===== config.mk =====
export PLATFORM = sky130hd
export DESIGN_NAME = timer_bank
export DESIGN_NICKNAME = d
export VERILOG_FILES = /design/src/rtl/timer_bank_pkg.sv /design/src/rtl/timer_channel.sv /design/src/rtl/timer_bank.sv
export SDC_FILE = /design/constraint.sdc
export NUM_CORES = 1
export LEC_CHECK = 0
export CAP_MARGIN = 20
export CORE_ASPECT_RATIO = 1.4
export CORE_UTILIZATION = 52
export CTS_CLUSTER_SIZE = 10
export DETAILED_ROUTE_END_ITERATION = 8
export DONT_BUFFER_PORTS = 1
export HOLD_SLACK_MARGIN = 0.06
export PLACE_DENSITY = 0.79
export SYNTH_ARGS = -nofsm -noshare
export SYNTH_HDL_FRONTEND = slang
export SYNTH_SLANG_ARGS = --single-unit

===== constraint.sdc =====
create_clock -name clk_in -period 5.3 [get_ports clk_in]
set_clock_uncertainty 0.1 [all_clocks]
set_input_delay 0.53 -clock clk_in [delete_from_list [all_inputs] [get_ports clk_in]]
set_output_delay 0.53 -clock clk_in [all_outputs]
set_load 0.02 [all_outputs]

===== src/rtl/timer_bank_pkg.sv =====
// Shared types and helpers for the timer bank: channel mode encoding and
// the derivation of the channel-select width.
package timer_bank_pkg;

  typedef enum logic [1:0] {
    MODE_TOGGLE  = 2'b00,
    MODE_TICK    = 2'b01,
    MODE_ONESHOT = 2'b10,
    MODE_HOLD    = 2'b11
  } mode_e;

  // A single-channel bank still needs a 1-bit select field.
  function automatic int ch_width(input int n);
    return (n > 1) ? $clog2(n) : 1;
  endfunction

endpackage


===== src/rtl/timer_channel.sv =====
// One programmable divider/timer channel: counter, target, mode and enable
// registers with a load port that takes priority over counting.
module timer_channel
  import timer_bank_pkg::*;
#(
  parameter int BIT_WIDTH = 32
) (
  input  logic                 clk_in,
  input  logic                 reset,
  input  logic                 ld,
  input  logic [BIT_WIDTH-1:0] ld_target,
  input  logic [1:0]           ld_mode,
  input  logic                 ld_enable,
  output logic                 clk_out,
  output logic                 tick,
  output logic                 active,
  output logic [BIT_WIDTH-1:0] cnt
);

  logic [BIT_WIDTH-1:0] cnt_r, cnt_s;
  logic [BIT_WIDTH-1:0] target_r, target_s;
  mode_e                mode_r, mode_s;
  logic                 enable_r, enable_s;
  logic                 clk_out_r, clk_out_s;
  logic                 tick_r, tick_s;
  logic                 active_r, active_s;

  // Next-state: load, then hold, then count, then terminal-count action.
  always_comb begin
    cnt_s     = cnt_r;
    target_s  = target_r;
    mode_s    = mode_r;
    enable_s  = enable_r;
    clk_out_s = clk_out_r;
    tick_s    = 1'b0;
    if (ld) begin
      target_s  = ld_target;
      mode_s    = mode_e'(ld_mode);
      enable_s  = ld_enable;
      cnt_s     = {BIT_WIDTH{1'b0}};
      clk_out_s = 1'b0;
    end else if (!enable_r || (mode_r == MODE_HOLD)) begin
      cnt_s = cnt_r;
    end else if (cnt_r < target_r) begin
      cnt_s = cnt_r + {{(BIT_WIDTH-1){1'b0}}, 1'b1};
    end else begin
      cnt_s  = {BIT_WIDTH{1'b0}};
      tick_s = 1'b1;
      case (mode_r)
        MODE_TOGGLE:  clk_out_s = ~clk_out_r;
        MODE_TICK:    clk_out_s = 1'b0;
        MODE_ONESHOT: begin
          enable_s  = 1'b0;
          clk_out_s = 1'b0;
        end
        default:      clk_out_s = clk_out_r;
      endcase
    end
    active_s = enable_s && (mode_s != MODE_HOLD);
  end

  // State and output registers with synchronous active-low reset.
  always_ff @(posedge clk_in) begin
    if (!reset) begin
      cnt_r     <= {BIT_WIDTH{1'b0}};
      target_r  <= {BIT_WIDTH{1'b0}};
      mode_r    <= MODE_TOGGLE;
      enable_r  <= 1'b0;
      clk_out_r <= 1'b0;
      tick_r    <= 1'b0;
      active_r  <= 1'b0;
    end else begin
      cnt_r     <= cnt_s;
      target_r  <= target_s;
      mode_r    <= mode_s;
      enable_r  <= enable_s;
      clk_out_r <= clk_out_s;
      tick_r    <= tick_s;
      active_r  <= active_s;
    end
  end

  assign clk_out = clk_out_r;
  assign tick    = tick_r;
  assign active  = active_r;
  assign cnt     = cnt_r;

endmodule


===== src/rtl/timer_bank.sv =====
// N-channel programmable clock divider / timer bank. A single write port
// reprograms one channel per cycle; out-of-range channel indices are ignored.
module timer_bank
  import timer_bank_pkg::*;
#(
  parameter  int BIT_WIDTH = 32,
  parameter  int N_CH      = 4,
  localparam int CH_W      = ch_width(N_CH)
) (
  input  logic                      clk_in,
  input  logic                      reset,
  input  logic                      wr_en,
  input  logic [CH_W-1:0]           wr_ch,
  input  logic [BIT_WIDTH-1:0]      wr_target,
  input  logic [1:0]                wr_mode,
  input  logic                      wr_enable,
  output logic [N_CH-1:0]           clk_out,
  output logic [N_CH-1:0]           tick,
  output logic [N_CH-1:0]           active,
  output logic [N_CH*BIT_WIDTH-1:0] cnt_out
);

  logic [N_CH-1:0] ld_s;

  for (genvar i = 0; i < N_CH; i++) begin : g_ch
    // Indices at or above N_CH match no channel, so such writes are dropped.
    assign ld_s[i] = wr_en && (wr_ch == CH_W'(i));

    timer_channel #(
      .BIT_WIDTH(BIT_WIDTH)
    ) u_channel (
      .clk_in   (clk_in),
      .reset    (reset),
      .ld       (ld_s[i]),
      .ld_target(wr_target),
      .ld_mode  (wr_mode),
      .ld_enable(wr_enable),
      .clk_out  (clk_out[i]),
      .tick     (tick[i]),
      .active   (active[i]),
      .cnt      (cnt_out[i*BIT_WIDTH +: BIT_WIDTH])
    );
  end

endmodule

* Yosys cells after proc, flatten, opt, wreduce, memory -nomap -nowiden
Index checks and enable logic that the tools add are counted.
Operators by class: add/subtract/negate cells 4, order comparisons 4, equal/unequal tests 19, muxes and demuxes 32, bitwise operators 13, reductions and logical operators 41
Operators by type and width (count):
- $add A32 B1 Y32 const B | 4
- $lt A32 B32 Y1 | 4
- $mux W32 | 4
- $eq A2 B2 Y1 const B | 10
- $mux W1 | 20
- $reduce_or A2 Y1 | 8
- $not A1 Y1 | 13
- $reduce_and A3 Y1 | 4
- $reduce_or A3 Y1 | 4
- $eq A2 B1 Y1 const B | 5
- $logic_not A2 Y1 | 5
- $logic_and A1 B1 Y1 | 8
- $mux W2 | 4
- $ne A2 B2 Y1 const B | 4
- $pmux W1 S2 | 4
- $reduce_bool A2 Y1 | 4
- $logic_not A1 Y1 | 4
- $logic_or A1 B1 Y1 | 4
Word-level totals: register bits after elaboration 280, input bits 40, output and inout port bits 140, word-level logic and storage cells 141

* Logic depth before layout (Yosys ltp)
depth after elaboration 6, mapped depth 10, mapped depth without buffers 8

* By module
From an unflattened synthesis, not the netlist that was laid out.
Unflattened totals: cell total of the unflattened synthesis 1668, area, all modules 15557.4 µm²
Modules (own cells, without submodules):
- timer_channel | times used 4, cells an instance 416, area each 3880.0 µm²
- timer_bank | times used 1, cells an instance 4, area each 37.5 µm²

* Worst setup path after synthesis
OpenSTA, ideal clock, no wires.
path type register -> register, from register g_ch[1].u_channel.cnt_r[15], to register g_ch[1].u_channel.cnt_r[26], library setup time 115 ps, data arrival time 2333 ps, data required time 5085 ps, setup slack 2752 ps, cell stages (with the launch flop) 10, path buffers 2, period minus slack after synthesis 2548 ps, cell sequence dfxtp_1 > ha_1 > and4_1 > nand4_1 > or4_1 > a31oi_1 > a211o_1 > buf_2 > buf_4 > nor2_1
On the way: cells in the longest elaborated chain, start to end 2
RTL lines:
- start, declared | RTL line timer_channel.sv:20 | logic [BIT_WIDTH-1:0] cnt_r, cnt_s;
- start signal, assigned | RTL line timer_channel.sv:65 | cnt_r <= {BIT_WIDTH{1'b0}};
- start signal, assigned | RTL line timer_channel.sv:73 | cnt_r <= cnt_s;
- $add A32 B1 Y32 or $lt A32 B32 Y1 (tied branches) | RTL line timer_channel.sv:45, timer_channel.sv:44
- $mux W32 (*) | RTL line timer_channel.sv:44 | end else if (cnt_r < target_r) begin
Every way passes the cells marked *; elsewhere a longest branch is shown, timed or not. A chain may end at the register's enable or synchronous reset.

* Worst setup path after layout
from register g_ch[1].u_channel.cnt_r[15], to register g_ch[1].u_channel.cnt_r[13]
On the way: cells in the longest elaborated chain, start to end 2
RTL lines (RTL line):
- $lt A32 B32 Y1 | timer_channel.sv:44
- $mux W32 | timer_channel.sv:44
Every way passes these cells.

==> metrics <==
H-Tree Depth 2; initial DRC count 647; final setup violating endpoints 0; drt total wl 40900 um; Final Power 0.00460 W; Yosys top cell area share 37.6%; Syn Nets 1996; Slew headroom 36.9%; flops & latches, synth 280; Layout Nets 1995; initial antenna violation count 1; worst-margin pin slew 0.946 ns; pwr dens 280 mW/mm^2; adder-cell area share of the yosys netlist 11.8%; Vias 12400; number of global-route vias before repair 12100; Post-synth top cells nand2_1, dfxtp_1, ha_1, inv_1, a21boi_0; Avg Inst Size Synth 8.21 sq um; Post-Synth XOR/XNOR Area 6.76%; I/O Buffers 0; period utilization 59.2%; post-synth top area cell dfxtp_1; Area Growth Syn to Fin 10.0%; Worst EP arrival 3.40 ns; VDD IR max 0.000281 V; ys async rst share 0%; initial core utilization 52.6%; Die H 202 um; Setup TNS 0 ns; outcome complete, no violations; clk buf depth 3; final hold vios 0; WP data required 5.56 ns; DP Wirelength 28100 um; share of post-route cells with drive strength above 1 4.12%; crit path kind reg2reg; clock sinks 280; Final Max Tran Viols 0; worst hold slack 0.0714 ns; mux contribution to synthesized area 0.269%; Synth Area in Simple Gates 24.0%; die width 145 um; cell with the most instances after synthesis nand2_1; Global Route Usage Sum 27.7%; FF-to-FF path depth 7; router iterations before antenna repair 4; Worst-path clk slew 0.05 ns; Core Region 0.0283 sq mm; Setup Buffers After CTS 0; compound-cell area share of the yosys netlist 13.5%; drt wl/cell 18.6 um; maximum clock rate 319 MHz; Num CTS Buffers 34; DRC Markers 0; unrepaired setup endpoints after global routing no; Ports 180; root buffer cell clkbuf_16; DR vias/cell 5.63; Crit Path Max Fanout 29; hold_buf cts 37; post-cts sizing count 0; Primary FF master, synth dfxtp_1; total congestion overflow 0; CTS tree built; synth unique cells 59; antenna-violating nets left 0; Placer Congestion 0.848; fin crit period 3.14 ns; Synthesis Warnings 0; first-pass GRT wire length 64800 um; worst hold-check path type in2reg; Leak Pwr 6.14 nW; row count 73; Worst setup SP type flop; mapped cell area 0.0149 sq mm; Die Footprint 0.0294 sq mm; register area share after synthesis 37.6%; Post-synth EDFFs 0; max_cap viols 0; worst hold path depth 2; largest family of logic cells by synthesized area simple AND/OR/NAND/NOR gates; post-synthesis instance total 1816; largest net degree at the start of global routing 147; Worst-Skew Late Latency 0.51 ns; crit end category flop; synth top area cells dfxtp_1, ha_1, nand2_1; Fillers 2542
[layer usage]
layer | global-route usage [%] | vias up | wire length [um]
li1 | - | 6091 | -
met1 | 30.9 | 5809 | 16000
met2 | 49.4 | 369 | 20200
met3 | 7.31 | 96 | 2900
met4 | 12.2 | 0 | 1780
met5 | 0 | - | 0
[flip-flops by register name (all words and copies together) (netlist names)]
register / count
g_ch.u_channel.target_r: 128
g_ch.u_channel.enable_r: 4
g_ch.u_channel.mode_r: 8
g_ch.u_channel.cnt: 128
g_ch.u_channel.clk_out: 4
g_ch.u_channel.active: 4
g_ch.u_channel.tick: 4
[worst max-delay path: stages (launching register included)]
cell and delay [ns]:
dfxtp_1 0.42, ha_1 0.38, and4_1 0.24, nand4_1 0.13, or4_1 0.54, a31oi_1 0.30, a211o_1 0.75, nor2_1 0.13
[final timing paths]
path / startpoint / endpoint / slack, ns
max: g_ch[1].u_channel.cnt[15] / g_ch[1].u_channel.cnt[13] / 2.16
min: wr_target[18] / g_ch[3].u_channel.target_r[18] / 0.07
max reg2reg: g_ch[1].u_channel.cnt[15] / g_ch[1].u_channel.cnt[13] / 2.16
min reg2reg: g_ch[2].u_channel.target_r[2] / g_ch[2].u_channel.target_r[2] / 0.36
[through the flow]
step	std cells	instance area, sq um	utilization (%)	setup slack [ns]
detailed placement	2116	15100	53.2	2.17
finish	2198	16400	57.9	2.16
floorplan	1816	14900	-	2.75
global route	2196	16400	57.9	1.93
CTS	2194	16400	57.9	2.15
global placement	2116	15100	53.2	2.25
[report_power, final]
group / internal (W) / switching [W] / leakage [nW] / total, W
registers: 0.00215 / 0.0000460 / 2.27 / 0.00220
logic: 0.000125 / 0.000202 / 3.41 / 0.000327
clock network: 0.00123 / 0.000841 / 0.464 / 0.00207
[kinds of logic after synthesis]
kind of cell	count (synthesis)
adder cells (fa/ha/maj)	140
buffers and inverters	223
AO/OA/AOI/OAI	288
flip-flops	280
multiplexers	4
AND/OR/NAND/NOR	766
XOR/XNOR	115
[layout make-up]
class,count,area (sq um),share of cell area [%]
Antenna cell,3,7.51,0.0458
Multi-Input combinational cell,1313,8400,51.2
Clock buffer,40,937,5.71
Clock inverter,1,8.76,0.0534
Sequential cell,280,5610,34.2
Inverter,139,522,3.18
Tap cell,375,469,2.86
Timing Repair Buffer,47,448,2.73
[layout by cell type, fill, tap and decap left out, drive strengths merged, types with 17 or more instances in the layout]
cell         synthesis  layout
ha                 140     140
a21oi               66      66
nor3                41      41
nand3               51      51
dlygate4sd3          0      38
o21ai               33      33
clkbuf              59      40
nor2               132     132
inv                139     140
and4                17      17
nand2b              20      20
nand4               54      54
a21boi             138     138
xnor2               48      48
and3                22      22
dfxtp              280     280
and2                18      18
xor2                67      67
nand2              363     363
(Power assumes the default switching activity.)
